[config.mk]
export PLATFORM = sky130hd
export DESIGN_NAME = output_stage_arbiter
export DESIGN_NICKNAME = d
export VERILOG_FILES = /design/src/rtl/output_stage_arbiter.sv
export SDC_FILE = /design/constraint.sdc
export NUM_CORES = 1
export LEC_CHECK = 0
export ABC_AREA = 1
export ABC_CLOCK_PERIOD_IN_PS = 7250
export CORE_AREA = 2 2 123 125
export DETAILED_ROUTE_END_ITERATION = 7
export DIE_AREA = 0 0 125 127
export PLACE_DENSITY = 0.63
export SLEW_MARGIN = 30
export SYNTH_ARGS = -nofsm -noshare
export SYNTH_HDL_FRONTEND = slang
export SYNTH_SLANG_ARGS = --single-unit
[constraint.sdc]
create_clock -name clk -period 7.25 [get_ports clk]
set_input_delay 1.0875 -clock clk [delete_from_list [all_inputs] [get_ports clk]]
set_output_delay 1.0875 -clock clk [all_outputs]
set_load 0.01 [all_outputs]
[src/rtl/output_stage_arbiter.sv]
// Output stage arbiter: a TDM slot table reserves cycles for guaranteed-service ports.
// Any slot that GS traffic does not consume goes to one best-effort flit, chosen round-robin and packet-locked.
module output_stage_arbiter #(
  parameter int FLIT_WIDTH = 32,
  parameter int PORTS      = 4,
  parameter int SLOTS      = 8
) (
  input  logic                          clk,
  input  logic                          rst,
  input  logic [PORTS*FLIT_WIDTH-1:0]   in_flit,
  input  logic [PORTS-1:0]              in_valid,
  input  logic [PORTS-1:0]              in_last,
  input  logic [PORTS-1:0]              in_gs,
  output logic [PORTS-1:0]              in_ready,
  output logic [FLIT_WIDTH-1:0]         out_flit,
  output logic [2:0]                    out_flags,
  input  logic                          cfg_we,
  input  logic [$clog2(SLOTS)-1:0]      cfg_slot,
  input  logic                          cfg_en,
  input  logic [$clog2(PORTS)-1:0]      cfg_port,
  output logic [$clog2(SLOTS)-1:0]      cur_slot
);

  // state     | meaning
  // ST_OPEN   | BE arbitration free, round-robin from r_rr_ptr
  // ST_LOCKED | BE held by r_lock_port until its last flit is granted
  localparam int SW = $clog2(SLOTS);
  localparam int PW = $clog2(PORTS);

  typedef enum logic {ST_OPEN, ST_LOCKED} be_state_t;

  be_state_t             r_state, w_state_nxt;
  logic [SW-1:0]         r_slot;
  logic [SLOTS-1:0]      r_tbl_en;
  logic [PW-1:0]         r_tbl_port [SLOTS];
  logic [PW-1:0]         r_rr_ptr, w_rr_ptr_nxt;
  logic [PW-1:0]         r_lock_port, w_lock_port_nxt;
  logic [FLIT_WIDTH-1:0] r_out_flit;
  logic [2:0]            r_out_flags;

  logic                  w_res_en;
  logic [PW-1:0]         w_res_port;
  logic                  w_gs_hit;
  logic [PORTS-1:0]      w_be_elig;
  logic                  w_be_found;
  logic [PW-1:0]         w_be_port;
  logic                  w_grant, w_grant_gs, w_grant_last;
  logic [PW-1:0]         w_grant_port;
  logic [FLIT_WIDTH-1:0] w_grant_flit;
  logic [PW:0]           w_idx;

  assign w_res_en   = r_tbl_en[r_slot];
  assign w_res_port = r_tbl_port[r_slot];

  always_comb begin
    w_gs_hit = 1'b0;
    for (int p = 0; p < PORTS; p++)
      if (w_res_en && (w_res_port == PW'(p)) && in_valid[p] && in_gs[p]) w_gs_hit = 1'b1;
  end

  // Descending search so the candidate closest above the pointer wins last.
  always_comb begin
    w_be_elig = in_valid & ~in_gs;
    if (r_state == ST_LOCKED) w_be_elig = w_be_elig & (PORTS'(1) << r_lock_port);
    w_be_found = 1'b0;
    w_be_port  = '0;
    w_idx      = '0;
    for (int i = PORTS - 1; i >= 0; i--) begin
      w_idx = {1'b0, r_rr_ptr} + (PW+1)'(i);
      if (w_idx >= (PW+1)'(PORTS)) w_idx = w_idx - (PW+1)'(PORTS);
      if (w_be_elig[w_idx[PW-1:0]]) begin
        w_be_found = 1'b1;
        w_be_port  = w_idx[PW-1:0];
      end
    end
  end

  always_comb begin
    w_grant      = 1'b0;
    w_grant_gs   = 1'b0;
    w_grant_port = '0;
    in_ready     = '0;
    if (rst) begin
      if (w_gs_hit) begin
        w_grant      = 1'b1;
        w_grant_gs   = 1'b1;
        w_grant_port = w_res_port;
      end else if (w_be_found) begin
        w_grant      = 1'b1;
        w_grant_port = w_be_port;
      end
    end
    if (w_grant) in_ready = PORTS'(1) << w_grant_port;
  end

  always_comb begin
    w_grant_flit = '0;
    w_grant_last = 1'b0;
    for (int p = 0; p < PORTS; p++)
      if (w_grant_port == PW'(p)) begin
        w_grant_flit = in_flit[p*FLIT_WIDTH +: FLIT_WIDTH];
        w_grant_last = in_last[p];
      end
  end

  always_comb begin
    w_state_nxt     = r_state;
    w_lock_port_nxt = r_lock_port;
    w_rr_ptr_nxt    = r_rr_ptr;
    if (w_grant && !w_grant_gs) begin
      if (w_grant_last) begin
        w_state_nxt  = ST_OPEN;
        w_rr_ptr_nxt = (w_grant_port == PW'(PORTS - 1)) ? '0 : w_grant_port + 1'b1;
      end else begin
        w_state_nxt     = ST_LOCKED;
        w_lock_port_nxt = w_grant_port;
      end
    end
  end

  always_ff @(posedge clk) begin
    if (!rst) begin
      r_slot      <= '0;
      r_tbl_en    <= '0;
      for (int s = 0; s < SLOTS; s++) r_tbl_port[s] <= '0;
      r_rr_ptr    <= '0;
      r_lock_port <= '0;
      r_state     <= ST_OPEN;
      r_out_flit  <= '0;
      r_out_flags <= '0;
    end else begin
      r_slot      <= r_slot + 1'b1;
      if (cfg_we) begin
        r_tbl_en[cfg_slot]   <= cfg_en;
        r_tbl_port[cfg_slot] <= cfg_port;
      end
      r_rr_ptr    <= w_rr_ptr_nxt;
      r_lock_port <= w_lock_port_nxt;
      r_state     <= w_state_nxt;
      if (w_grant) begin
        r_out_flit  <= w_grant_flit;
        r_out_flags <= {w_grant_gs, w_grant_last, 1'b1};
      end else begin
        r_out_flags <= '0;
      end
    end
  end

  assign out_flit  = r_out_flit;
  assign out_flags = r_out_flags;
  assign cur_slot  = r_slot;

endmodule

# ---- Yosys cells after proc, flatten, opt, wreduce, memory -nomap -nowiden
# Memory sizes are Yosys's and may differ from the RTL's. A register that Yosys moved wholly into a read port is not among the register bits.
# Index checks and enable logic that the tools add are counted.
dict set report word_totals {
  inputBits 149
  word_cells 120
  out_inout_bits 42
  n_memories 1
  reg_bits 51
  ram_bits 16
}
dict set report op_classes {
  n_addsub 9
  n_shift 2
  n_reduce_logical 21
  magnitude_cmp 11
  n_eq_ne 6
  n_bitwise 4
  muxes 58
}
# name depth width read_ports rd_clocked_by_memory_dff write_ports line
set memory_table {}
lappend memory_table {r_tbl_port 8 2 1 1 8 35} ;# logic [PW-1:0] r_tbl_port [SLOTS];
# op count
set ops {}
lappend ops {{32-bit 2-to-1 mux} 4}
lappend ops {{1-bit 2-to-1 mux} 30}
lappend ops {{2-bit 2-to-1 mux} 13}
lappend ops {{1-bit logical AND} 14}
lappend ops {{2-bit by 3-bit < comparator with 1-bit output, second input constant} 4}
lappend ops {{3-bit greater-or-equal comparator, second input constant} 3}
lappend ops {{4-bit AND} 2}
lappend ops {{1-bit binary-select mux with 2-bit select} 4}
lappend ops {{8-bit bitwise mux} 1}
lappend ops {{2-bit equality test, second input constant} 4}
lappend ops {{3-bit by 4-bit < comparator with 1-bit output, second input constant} 2}
lappend ops {{4-bit 2-to-1 mux} 2}
lappend ops {{1-bit by 2-bit << shifter with 4-bit output, first input constant} 2}
lappend ops {{2-bit by 1-bit subtractor with 2-bit output, second input constant} 4}
lappend ops {{2-bit by 2-bit adder with 3-bit output, second input constant} 2}
lappend ops {{3-bit 2-to-1 mux} 2}
lappend ops {{2-bit AND reduction} 3}
lappend ops {{2-bit by 1-bit equality test with 1-bit output, second input constant} 2}
lappend ops {{2-bit logical NOT} 2}
lappend ops {{4-bit NOT} 1}
lappend ops {{2-bit by 1-bit adder with 3-bit output, second input constant} 1}
lappend ops {{3-bit by 1-bit adder with 3-bit output, second input constant} 1}
lappend ops {{1-bit binary-select mux with 3-bit select} 1}
lappend ops {{1-bit demux with 3-bit select} 1}
lappend ops {{other kinds (6)} 6}

# ---- Logic depth before layout (Yosys ltp)
# Gate-level depths: netlist of the first run.
dict set report logic_depth {
  ltp_word 20
  ltp_mapped 27
  mapped_depth_nobuf 25
}

# ---- Worst setup path after synthesis of the first run
# OpenSTA, ideal clock, no wires.
dict set report synth_path {
  kind {input -> output}
  start {input port in_valid[1]}
  end {output port in_ready[1]}
  stages 17
  slack_ps 3183
  n_path_buf 2
  t_arrival_ps 2979
  required_ps 6162
  path_cell_list {inv_1 > nor2_1 > nand2_1 > o21ai_0 > nand2_1 > nand2_1 > nand2_1 > nand2_1 > nand2_1 > nand2_1 > nand3_1 > nand2_1 > ha_1 > clkbuf_1 > clkinv_1 > clkbuf_1 > nor2_1}
}
dict set report synth_between {
  elab_chain_len 14
  elab_cells_between_ends 32
  cone_classes {shift: 1; mux: 27; bitwise: 2; reduce/logical: 2}
}
# element line
set synth_lines {}
lappend synth_lines {{start, declared} 11} ;# input logic [PORTS-1:0] in_valid,
lappend synth_lines {{4-bit AND} 63} ;# w_be_elig = in_valid & ~in_gs;
lappend synth_lines {{4-bit AND} 64} ;# if (r_state == ST_LOCKED) w_be_elig = w_be_elig & (PORTS'(1) << r_lock_port);
lappend synth_lines {{4-bit 2-to-1 mux} 64}
lappend synth_lines {{1-bit binary-select mux with 2-bit select} 71} ;# if (w_be_elig[w_idx[PW-1:0]]) begin
lappend synth_lines {{1-bit 2-to-1 mux (implied by the code)} 71}
lappend synth_lines {{2-bit 2-to-1 mux or 1-bit 2-to-1 mux (tied branches) (4 in series)} 71}
lappend synth_lines {{2-bit 2-to-1 mux} 88} ;# end else if (w_be_found) begin
lappend synth_lines {{2-bit 2-to-1 mux *} 84} ;# if (w_gs_hit) begin
lappend synth_lines {{2-bit 2-to-1 mux *} 83} ;# if (rst) begin
lappend synth_lines {{net w_grant_port[0]} 48} ;# logic [PW-1:0] w_grant_port;
lappend synth_lines {{1-bit by 2-bit << shifter with 4-bit output *} 93} ;# if (w_grant) in_ready = PORTS'(1) << w_grant_port;
lappend synth_lines {{4-bit 2-to-1 mux *} 93}
lappend synth_lines {{end, declared} 14} ;# output logic [PORTS-1:0] in_ready,
# The timed path passes the listed nets; every way through them passes the cells marked *. The select of a mux whose other input is x is not followed.

# ---- Worst setup path after layout of the first run
dict set report layout_path {
  start {input port in_valid[1]}
  end {output port in_ready[2]}
}
# Same word-level chain as after synthesis.

==> results of run 1 <==
-- worst min path at each step --
stage | to | slack [ns] | depth (start not counted)
after detailed placement | r_tbl_en[7] | 0.48 | 2
after global placement | r_tbl_en[7] | 0.47 | 2
final | r_tbl_en[7] | 0.49 | 2
after CTS | r_tbl_en[7] | 0.49 | 2
after global routing | r_tbl_en[7] | 0.51 | 2
after floorplan | r_tbl_en[1] | 0.45 | 2
-- Yosys cell counts --
library cell,count,area (sq um)
a21oi_1,39,195
a21oi_4,1,16.3
and2_1,1,6.26
buf_12,1,20.0
buf_2,2,10.0
buf_6,2,22.5
buf_8,2,30.0
clkbuf_1,36,135
clkinv_1,1,3.75
dfxtp_1,51,1020
edfxtp_1,16,480
ha_1,5,62.6
inv_1,54,203
inv_2,1,3.75
nand2_1,171,642
nand2_2,2,12.5
nand2_4,2,22.5
nand3_1,65,325
nand3_2,1,10.0
nand3b_1,1,7.51
nor2_1,122,458
o21a_1,1,7.51
o21ai_0,106,531
o21ai_1,2,10.0
o31ai_1,1,7.51
xnor2_1,2,17.5
-- cell usage in the layout (no fill, tap or decap), types with 9 or more instances in the layout --
cell / n
clkdlybuf4s50_1: 189
nand2_1: 171
nor2_1: 122
o21ai_0: 106
nand3_1: 65
inv_1: 54
dfxtp_1: 51
a21oi_1: 39
edfxtp_1: 16
clkbuf_16: 9
-- metrics by stage --
stage / hold slack [ns] / power, mW / instance area, sq um / instances
finish: 0.486 / 2.49 / 6530 / 1042
global route: 0.511 / 2.74 / 6530 / 1042
CTS: 0.491 / 2.52 / 6530 / 1042
detailed placement: 0.475 / 2.06 / 6220 / 1026
global placement: 0.466 / 2.05 / 6220 / 1026
floorplan: 0.453 / 1.55 / 4260 / 688
-- power by group --
part | leakage [nW] | total [mW] | switching [mW] | internal [mW]
Sequential | 0.578 | 0.558 | 0.0616 | 0.497
Combinational | 2.05 | 1.48 | 0.890 | 0.592
Clock | 0.149 | 0.450 | 0.178 | 0.272
Total | 2.78 | 2.49 | 1.13 | 1.36
-- final cells by class --
| cell class | count | area, sq um | share of cell area |
|---|---|---|---|
| clock buffers | 9 | 225 | 0.0345 |
| clock inverters | 7 | 80.1 | 0.0123 |
| inverters | 56 | 210 | 0.0322 |
| multi-input cells | 522 | 2330 | 0.357 |
| flip-flops and latches | 67 | 1500 | 0.230 |
| well taps | 184 | 230 | 0.0353 |
| repair buffers | 197 | 1950 | 0.299 |
-- kinds of logic (layout without fill, tap and decap cells) --
group / Yosys count / in the layout / share of synthesized area
and+or+nand+nor: 365 / 365 / 0.348
AOI/OAI and AO/OA: 150 / 150 / 0.180
buffers and inverters: 99 / 269 / 0.100
DFF: 67 / 67 / 0.352
adders and majority gates: 5 / 5 / 0.0147
xor gates and xnor gates: 2 / 2 / 0.00411
-- per-layer routing --
layer	track usage	vias to the layer above	share of wire
li1	-	2552	-
met1	0.209	2149	0.40
met2	0.322	165	0.51
met3	0.0528	16	0.076
met4	0.0438	0	0.014
met5	0	-	0
-- state kept, by name, summed over array words and instances, names as in the netlist --
signal       count
r_tbl_port      16
r_rr_ptr         2
r_lock_port      2
r_state          1
cur_slot         3
out_flit        32
r_tbl_en         8
out_flags        3
-- worst register-to-register path, stage by stage, from the launching register on --
cell,delay (ns)
dfxtp_1,0.74
inv_2,0.22
nand2_1,0.14
nand3_1,0.07
nand2_1,0.08
nand2_1,0.04
nand2_1,0.16
nand3b_1,0.11
nand2_2,0.11
nand2_1,0.05
nand2_1,0.11
nand3_1,0.10
nand2_1,0.19
inv_1,0.08
ha_1,0.18
buf_4,0.25
clkinv_1,0.11
buf_4,0.33
nor2_1,0.08
o31ai_1,0.24
o21a_1,0.21
nand3_1,0.19
a21oi_1,0.17
nor2_1,0.05
==> results.md, run 1 <==
- Initial DRC Count: 248
- GRT Total Usage: 0.179
- Crit path depth: 18
- Setup Total Neg Slack: 0 ns
- Total grt overflow: 0
- Area grow syn2layout: 53.3%
- Yosys Warn Count: 0
- I/O pins: 191
- Worst Setup EP: in_ready[2]
- First-pass GRT wire length: 23100 um
- Layout fillers: 1554
- Gpl congestion: 0.873
- CP Capture Type: output port
- End of the worst register-to-register path: r_rr_ptr[0]
- Most frequent CP cell: nand2_1
- Num CTS Buffers: 9
- Delay-heaviest family, CP: buffers and inverters
- F_max: 0.184 GHz
- Port Buffers: 190
- Final Hold Viols: 0
- HPWL after DPL: 10600 um
- CP startpoint kind: primary input
- Max cap viols: 0
- Vias in the first global route: 4753
- Final setup margin: 1.81 ns
- Synth Register Bits: 67
- Min-Delay Path Class: flip-flop to flip-flop
- Minimum clock period: 5.44 ns
- Hold Path Origin: r_tbl_en[7]
- WP data required: 6.16 ns
- Critical path startpoint: in_valid[1]
- CTS tree: built
- R2R Setup Slk: 3.13 ns
- Clock transition at path regs: 0.06 ns
- Clock sinks: 67
- CP max FO: 35
- Dpl ws: 1.85 ns
- H-tree Lvls: 3
- VDD IR max: 0.000138 V
- Worst r2r src: cur_slot[0]
- Tcrit/Tclk final: 0.750
- Unrepaired setup endpoints after global routing: false
- Post-Syn Area: 4260 sq um
- # DRC: 0
- Vias per cell: 4.69
- Buf/Inv on CP: 6
- Vias: 4882
- Final net count: 1007
- Share of the yosys chip area belonging to registers: 0.352
- Mapped Nets: 842
- Core Area: 14400 sq um
- Worst rel slew slack: 0.566
- Core Util, Final: 0.453
- Leak Pwr: 2.78 nW
- Cts-stage hold buffer count: 0
- Drt pass-1 iters: 4
- Clock Skew: 0.0107 ns
- Status: finished, final reports clean
- Drt total wl: 14400 um
- Share of layout cells above drive strength 1: 0.0373
- CP Cell Sequence: clkdlybuf4s50_1, inv_1, nor2_1, nand2_1, o21ai_0, nand2_1, nand2_1, nor2_1, and2_1, nor2_1, nand2_1, nand2_1, ha_1, buf_4, inv_1, buf_4, nor2_1, clkdlybuf4s50_1
- Synth cell types: 26
- WL/cell: 13.8 um
- Die Width: 125 um
- Slowest cell on crit path: clkdlybuf4s50_1
- Mapped Cells: 688
- Total die area: 15900 sq um
- Die height: 127 um
- Slew of the pin with the lowest slew margin: 0.650 ns
- Post-CTS setup repair buffer count: 0
- Initial core utilization: 0.295
- Initial antenna violation count: 0
- CTS Buffer Depth: 2
- FP Rows: 44
- Worst-Skew Late Latency: 0.33 ns
- CP peak stage delay: 0.55 ns
- CP Class: primary input to output port
- Max-slew violation count: 0
- Gates resized, CTS repair: 0
- Syn_area_per_cell: 6.19 sq um
- PwrDens: 381 nW/um^2
- Arrival @ worst endpoint: 4.35 ns
- Pin count of the biggest net entering global routing: 67
- ANT cells: 0
- Worst r2r path cells: 23
- Setup violators final: 0
- Routed Antenna Nets: 0
- Root buf cell: clkbuf_16
No activity file was read; power rests on OpenSTA's default activity.
==> inputs of run 2 (changes only) <==
--- a/config.mk
+++ b/config.mk
@@ -6,7 +6,7 @@
 export NUM_CORES = 1
 export LEC_CHECK = 0
 export ABC_AREA = 1
-export ABC_CLOCK_PERIOD_IN_PS = 7250
+export ABC_CLOCK_PERIOD_IN_PS = 5100
 export CORE_AREA = 2 2 123 125
 export DETAILED_ROUTE_END_ITERATION = 7
 export DIE_AREA = 0 0 125 127
==> constraint.sdc (replaced) <==
create_clock -name clk -period 5.1 [get_ports clk]
set_input_delay 0.765 -clock clk [delete_from_list [all_inputs] [get_ports clk]]
set_output_delay 0.765 -clock clk [all_outputs]
set_load 0.01 [all_outputs]
==> run 2 against run 1 <==
  * Setup slack worse by 0.91 ns
  * Largest cell class unchanged
  * Highest routed layer unchanged
  * Cell area is essentially flat
  * Critical path depth fell by 1
  * Routed wire length up 0.71%
  * Non-clock buffer count rose by 3
  * Via count rose by 0.57%
  * Global-route usage up 0.41 points
==> results.md, run 2 (synthesized netlist as in run 1, its figures left out) <==
- CP Cell Sequence: clkdlybuf4s50_1, inv_1, nor2_1, nand2_1, o21ai_0, nand2_1, nand2_1, inv_1, nand3_1, nand2_1, nand3_1, nand2_1, inv_1, ha_1, inv_1, nor2_1, clkdlybuf4s50_1 (was clkdlybuf4s50_1, inv_1, nor2_1, nand2_1, o21ai_0, nand2_1, nand2_1, nor2_1, and2_1, nor2_1, nand2_1, nand2_1, ha_1, buf_4, inv_1, buf_4, nor2_1, clkdlybuf4s50_1)
- Total die area: 15900 sq um (unchanged)
- Final net count: 1010 (was 1007)
- Met3 Use GR: 0.0436 (was 0.0528)
- Share of layout cells above drive strength 1: 0.0395 (was 0.0373)
- HPWL after DPL: 10800 um (was 10600 um)
- Cts-stage hold buffer count: 0 (unchanged)
- I/O pins: 191 (unchanged)
- CP Capture Type: output port (unchanged)
- Arrival @ worst endpoint: 3.43 ns (was 4.35 ns)
- Minimum clock period: 4.19 ns
- Vias in the first global route: 4840 (was 4753)
- Min-Delay Path Class: flip-flop to flip-flop (unchanged)
- Die height: 127 um (unchanged)
- Area taken by multi-input logic gates: 2330 sq um (unchanged)
- CTS tree: built (unchanged)
- Max FFs per register: 32 (unchanged)
- ANT cells: 0 (unchanged)
- FP Rows: 44 (unchanged)
- Clock Skew: 0.00585 ns (was 0.0107 ns)
- Leak Pwr: 2.78 nW (about the same)
- CP startpoint kind: primary input (unchanged)
- Total grt overflow: 0 (unchanged)
- PwrDens: 541 nW/um^2 (was 381 nW/um^2)
- Setup Total Neg Slack: 0 ns (unchanged)
- M2 GR Usage: 0.309 (was 0.322)
- CP Class: primary input to output port (unchanged)
- R2R Setup Slk: 1.52 ns (was 3.13 ns)
- Pin count of the biggest net entering global routing: 66 (was 67)
- Unrepaired setup endpoints after global routing: false (unchanged)
- Core Util, Final: 0.452 (was 0.453)
- M1 GR Usage: 0.224 (was 0.209)
- Setup violators final: 0 (unchanged)
- F_max: 0.239 GHz
- Dpl ws: 0.942 ns (was 1.85 ns)
- Final Non-Filler Cells: 1045 (was 1042)
- First-pass GRT wire length: 23700 um (was 23100 um)
- CP peak stage delay: 0.56 ns (was 0.55 ns)
- End of the worst register-to-register path: r_rr_ptr[0] (unchanged)
- Worst hold margin: 0.488 ns (was 0.486 ns)
- Initial core utilization: 0.295 (unchanged)
- WL/cell: 13.9 um (was 13.8 um)
- VDD IR max: 0.000248 V (was 0.000138 V)
- Die Width: 125 um (unchanged)
- Port Buffers: 190 (unchanged)
- Worst-Skew Late Latency: 0.33 ns (about the same)
- Drt pass-1 iters: 4 (unchanged)
- Sequential power share: 0.225 (was 0.224)
- Worst r2r src: cur_slot[0] (unchanged)
- WP data required: 4.34 ns (was 6.16 ns)
- Status: finished, final reports clean (unchanged)
- Initial antenna violation count: 0 (unchanged)
- Worst Setup EP: in_ready[0] (was in_ready[2])
- Switching power: 1.63 mW (was 1.13 mW)
- Commonest non-fill, non-tap cell in the layout: clkdlybuf4s50_1 (unchanged)
- Layout fillers: 1559 (was 1554)
- Worst rel slew slack: 0.633 (was 0.566)
- Sequential cell area: 1500 sq um (unchanged)
- Max-slew violation count: 0 (unchanged)
- Sw Ratio: 0.461 (was 0.454)
- Post-CTS setup repair buffer count: 0 (unchanged)
- Total Power: 3.53 mW (was 2.49 mW)
- Final Hold Viols: 0 (unchanged)
- Post-route cell area: 6520 sq um (was 6530 sq um)
- Most frequent cells in the layout: clkdlybuf4s50_1, nand2_1, nor2_1, o21ai_0, nand3_1 (unchanged)
- Final setup margin: 0.908 ns (was 1.81 ns)
- Core Area: 14400 sq um (unchanged)
- H-tree Lvls: 3 (unchanged)
- CP max FO: 4 (was 35)
- Gates resized, CTS repair: 0 (unchanged)
- Most frequent CP cell: nand2_1 (unchanged)
- Vias: 4910 (was 4882)
- Drt total wl: 14500 um (was 14400 um)
- Num CTS Buffers: 9 (unchanged)
- Max cap viols: 0 (unchanged)
- GRT Total Usage: 0.183 (was 0.179)
- Worst r2r path cells: 21 (was 23)
- Vias per cell: 4.70 (was 4.69)
- Most used routing layer: met2 (unchanged)
- CTS Buffer Depth: 2 (unchanged)
- Root buf cell: clkbuf_16 (unchanged)
- Gpl congestion: 0.917 (was 0.873)
- Clock sinks: 67 (unchanged)
- Slew of the pin with the lowest slew margin: 0.550 ns (was 0.650 ns)
- Delay-heaviest family, CP: buffers and inverters (unchanged)
- Dpl cell area: 6250 sq um (was 6220 sq um)
- Area grow syn2layout: 53.1% (was 53.3%)
- Internal: 1.90 mW (was 1.36 mW)
- Clock transition at path regs: 0.06 ns (about the same)
- Routed Antenna Nets: 0 (unchanged)
- Slowest cell on crit path: clkdlybuf4s50_1 (unchanged)
- Buf/Inv on CP: 6 (unchanged)
- Clock group share of total power: 0.164 (was 0.181)
- Comb pwr share: 0.611 (was 0.595)
- DP Cell Count: 1029 (was 1026)
- Initial DRC Count: 197 (was 248)
- Crit path depth: 17 (was 18)
- Tcrit/Tclk final: 0.822
- Critical path startpoint: in_valid[1] (unchanged)
- # DRC: 0 (unchanged)
==> run 2: changes by cell type in the layout (fill, tap and decap cells not counted), sizes merged <==
| cell | change |
|---|---|
| buf | +3 |
| bufinv | -1 |
| clkinv | +2 |
| inv | -1 |
==> run 2: layer usage <==
| metal | up-vias | routed length (um) |
|---|---|---|
| li1 | 2554 | - |
| met2 | 158 | 6760 |
| met5 | - | 0 |
| met3 | 30 | 911 |
| met1 | 2168 | 6380 |
| met4 | 0 | 439 |
==> run 2: cell type report <==
class,count,area share
Timing Repair Buffer,200,0.302
Clock buffer,9,0.0345
Tap cell,184,0.0353
Clock inverter,7,0.00786
Multi-Input combinational cell,522,0.358
Inverter,56,0.0322
Sequential cell,67,0.230
==> run 2: worst register-to-register path: stages, from the launching register on <==
cell,delay [ns]
dfxtp_1,0.51
buf_4,0.24
nand2_1,0.07
nand3_1,0.07
nand2_1,0.06
nand2_1,0.05
nand2_1,0.12
o21ai_1,0.29
nand2_1,0.09
nand2_1,0.11
nand3_1,0.09
nand2_1,0.20
inv_1,0.09
ha_1,0.20
clkinv_1,0.07
buf_4,0.34
nor2_1,0.08
o31ai_1,0.23
o21a_1,0.18
nand3_1,0.16
a21oi_1,0.18
nor2_1,0.06
==> run 2: power groups by stage <==
stage / Combinational (mW) / Sequential (mW) / Clock, mW
5_1_grt: 2.45 / 0.816 / 0.619
3_3_place_gp: 2.16 / 0.801 / 0
2_1_floorplan: 1.36 / 0.843 / 0
3_5_place_dp: 2.16 / 0.804 / 0
4_1_cts: 2.17 / 0.797 / 0.599
6_report: 2.15 / 0.795 / 0.580
==> run 2: how the worst min path moves through the flow <==
stage / start / slack [ns] / end / depth (start not counted)
4_1_cts: r_tbl_en[0] / 0.49 / r_tbl_en[0] / 2
2_1_floorplan: r_tbl_en[1] / 0.45 / r_tbl_en[1] / 2
3_3_place_gp: r_tbl_en[7] / 0.47 / r_tbl_en[7] / 2
3_5_place_dp: r_tbl_en[0] / 0.47 / r_tbl_en[0] / 2
5_1_grt: r_tbl_en[7] / 0.51 / r_tbl_en[7] / 2
6_report: r_tbl_en[1] / 0.49 / r_tbl_en[1] / 2
==> inputs of run 3 (changes only) <==
--- a/config.mk
+++ b/config.mk
@@ -6,7 +6,7 @@
 export NUM_CORES = 1
 export LEC_CHECK = 0
 export ABC_AREA = 1
-export ABC_CLOCK_PERIOD_IN_PS = 5100
+export ABC_CLOCK_PERIOD_IN_PS = 3950
 export CORE_AREA = 2 2 123 125
 export DETAILED_ROUTE_END_ITERATION = 7
 export DIE_AREA = 0 0 125 127
==> constraint.sdc (replaced) <==
create_clock -name clk -period 3.95 [get_ports clk]
set_input_delay 0.5925 -clock clk [delete_from_list [all_inputs] [get_ports clk]]
set_output_delay 0.5925 -clock clk [all_outputs]
set_load 0.01 [all_outputs]
==> run 3 against run 2 <==
  * Via count fell by 0.45%
  * Setup slack got worse by 0.65 ns
  * Combinational power up 33%
  * Final cell count grew 0.67%
  * Sequential cell count unchanged
  * Register-to-register slack worse by 0.83 ns
==> results.md, run 3 (synthesized netlist as in run 1, its figures left out) <==
- Setup violators final: 0 (unchanged)
- FP Rows: 44 (unchanged)
- Root buf cell: clkbuf_16 (unchanged)
- Drt pass-1 iters: 5 (was 4)
- WL/cell: 13.7 um (was 13.9 um)
- VDD IR max: 0.000334 V (was 0.000248 V)
- Most frequent cells in the layout: clkdlybuf4s50_1, nand2_1, nor2_1, o21ai_0, nand3_1 (unchanged)
- Final setup margin: 0.254 ns (was 0.908 ns)
- Buf/Inv on CP: 4 (was 6)
- HPWL after DPL: 10900 um (was 10800 um)
- Max cap viols: 0 (unchanged)
- Vias in the first global route: 4673 (was 4840)
- Leak Pwr: 2.86 nW (was 2.78 nW)
- Port Buffers: 190 (unchanged)
- F_max: 0.271 GHz
- Slew of the pin with the lowest slew margin: 0.582 ns (was 0.550 ns)
- Clock sinks: 67 (unchanged)
- Arrival @ worst endpoint: 3.10 ns (was 3.43 ns)
- PwrDens: 706 nW/um^2 (was 541 nW/um^2)
- Share of layout cells above drive strength 1: 0.0495 (was 0.0395)
- Worst rel slew slack: 0.612 (was 0.633)
- Min-Delay Path Class: flip-flop to flip-flop (unchanged)
- Routed Antenna Nets: 0 (unchanged)
- Max-slew violation count: 0 (unchanged)
- Total grt overflow: 0 (unchanged)
- CP startpoint kind: primary input (unchanged)
- H-tree Lvls: 3 (unchanged)
- WP data required: 3.36 ns (was 4.34 ns)
- Max FFs per register: 32 (unchanged)
- CP max FO: 4 (unchanged)
- I/O pins: 191 (unchanged)
- Worst-Skew Late Latency: 0.33 ns (about the same)
- Vias: 4888 (was 4910)
- Drt total wl: 14500 um (about the same)
- CP Class: primary input to output port (unchanged)
- Setup Total Neg Slack: 0 ns (unchanged)
- CP peak stage delay: 0.57 ns (was 0.56 ns)
- Die Width: 125 um (unchanged)
- Clock transition at path regs: 0.06 ns (about the same)
- R2R Setup Slk: 0.69 ns (was 1.52 ns)
- GRT Total Usage: 0.182 (was 0.183)
- Clock Skew: 0.00729 ns (was 0.00585 ns)
- Gpl congestion: 0.830 (was 0.917)
- Total die area: 15900 sq um (unchanged)
- Minimum clock period: 3.70 ns
- First-pass GRT wire length: 23400 um (was 23700 um)
- Unrepaired setup endpoints after global routing: false (unchanged)
- Commonest non-fill, non-tap cell in the layout: clkdlybuf4s50_1 (unchanged)
- Dpl ws: 0.0592 ns (was 0.942 ns)
- CTS Buffer Depth: 2 (unchanged)
- Status: finished, final reports clean (unchanged)
- Worst hold margin: 0.483 ns (was 0.488 ns)
- Vias per cell: 4.65 (was 4.70)
- Die height: 127 um (unchanged)
- Area grow syn2layout: 55.3% (was 53.1%)
- CTS tree: built (unchanged)
- Slowest cell on crit path: clkdlybuf4s50_1 (unchanged)
- ANT cells: 0 (unchanged)
- CP Cell Sequence: clkdlybuf4s50_1, inv_1, nor2_1, nand2_1, o21ai_1, nand2_1, nand2_1, nor2_1, and2_1, nor2_1, nand2_1, nand2_2, ha_2, inv_1, nor2_1, clkdlybuf4s50_1 (was clkdlybuf4s50_1, inv_1, nor2_1, nand2_1, o21ai_0, nand2_1, nand2_1, inv_1, nand3_1, nand2_1, nand3_1, nand2_1, inv_1, ha_1, inv_1, nor2_1, clkdlybuf4s50_1)
- Layout fillers: 1542 (was 1559)
- Initial core utilization: 0.295 (unchanged)
- Initial DRC Count: 231 (was 197)
- Core Area: 14400 sq um (unchanged)
- CP Capture Type: output port (unchanged)
- Initial antenna violation count: 0 (unchanged)
- Num CTS Buffers: 9 (unchanged)
- Pin count of the biggest net entering global routing: 39 (was 66)
- Final Hold Viols: 0 (unchanged)
- # DRC: 0 (unchanged)
- Tcrit/Tclk final: 0.936
- Total Power: 4.67 mW (was 3.53 mW)
- Delay-heaviest family, CP: buffers and inverters (unchanged)
- Final net count: 1018 (was 1010)
## run 3: path summary, 6_finish.rpt
path | cells after the start | end | from
max reg2reg | 20 | r_rr_ptr[0] | cur_slot[1]
min | 2 | r_tbl_en[0] | r_tbl_en[0]
min reg2reg | 2 | r_tbl_en[0] | r_tbl_en[0]
max | 16 | in_ready[3] | in_valid[1]
## run 3: power by group
group          switching (mW)  internal (mW)
sequential              0.112          0.913
clock                   0.302          0.483
combinational            1.69           1.18
total                    2.10           2.57
## run 3: metal layers
metal	vias up	routed length, um	global-route usage
li1	2568	-	-
met1	2165	6350	0.224
met2	138	6940	0.309
met3	17	926	0.0507
met4	0	234	0.0588
met5	-	0	0
## run 3: worst reg2reg max path, delay by kind of cell, from the launching register on
| family | cells | cell delay, ns |
|---|---|---|
| DFF | 1 | 0.43 |
| and+or+nand+nor | 11 | 0.98 |
| adders and majority gates | 1 | 0.18 |
| AOI/OAI and AO/OA | 5 | 0.96 |
| buffers and inverters | 3 | 0.60 |
## run 3: timing repair
action | in CTS | in global routing
gates resized for setup | 0 | 6
setup endpoints to repair | 0 | 4
setup buffers | 0 | 1
hold buffers | 0 | 0
## run 3: final cells by class
type / count / area (sq um) / share of cell area
clock buffers: 10 / 229 / 0.0346
clock inverters: 5 / 55.1 / 0.00832
inverters: 56 / 210 / 0.0318
multi-input cells: 522 / 2340 / 0.354
flip-flops and latches: 67 / 1500 / 0.227
well taps: 184 / 230 / 0.0348
repair buffers: 208 / 2050 / 0.310
## run 3: metrics by stage
step,area [sq um],util,cells
5_1_grt,6620,0.459,1052
6_report,6620,0.459,1052
4_1_cts,6600,0.457,1051
3_5_place_dp,6310,0.438,1036
2_1_floorplan,4260,-,688
3_3_place_gp,6310,0.438,1036
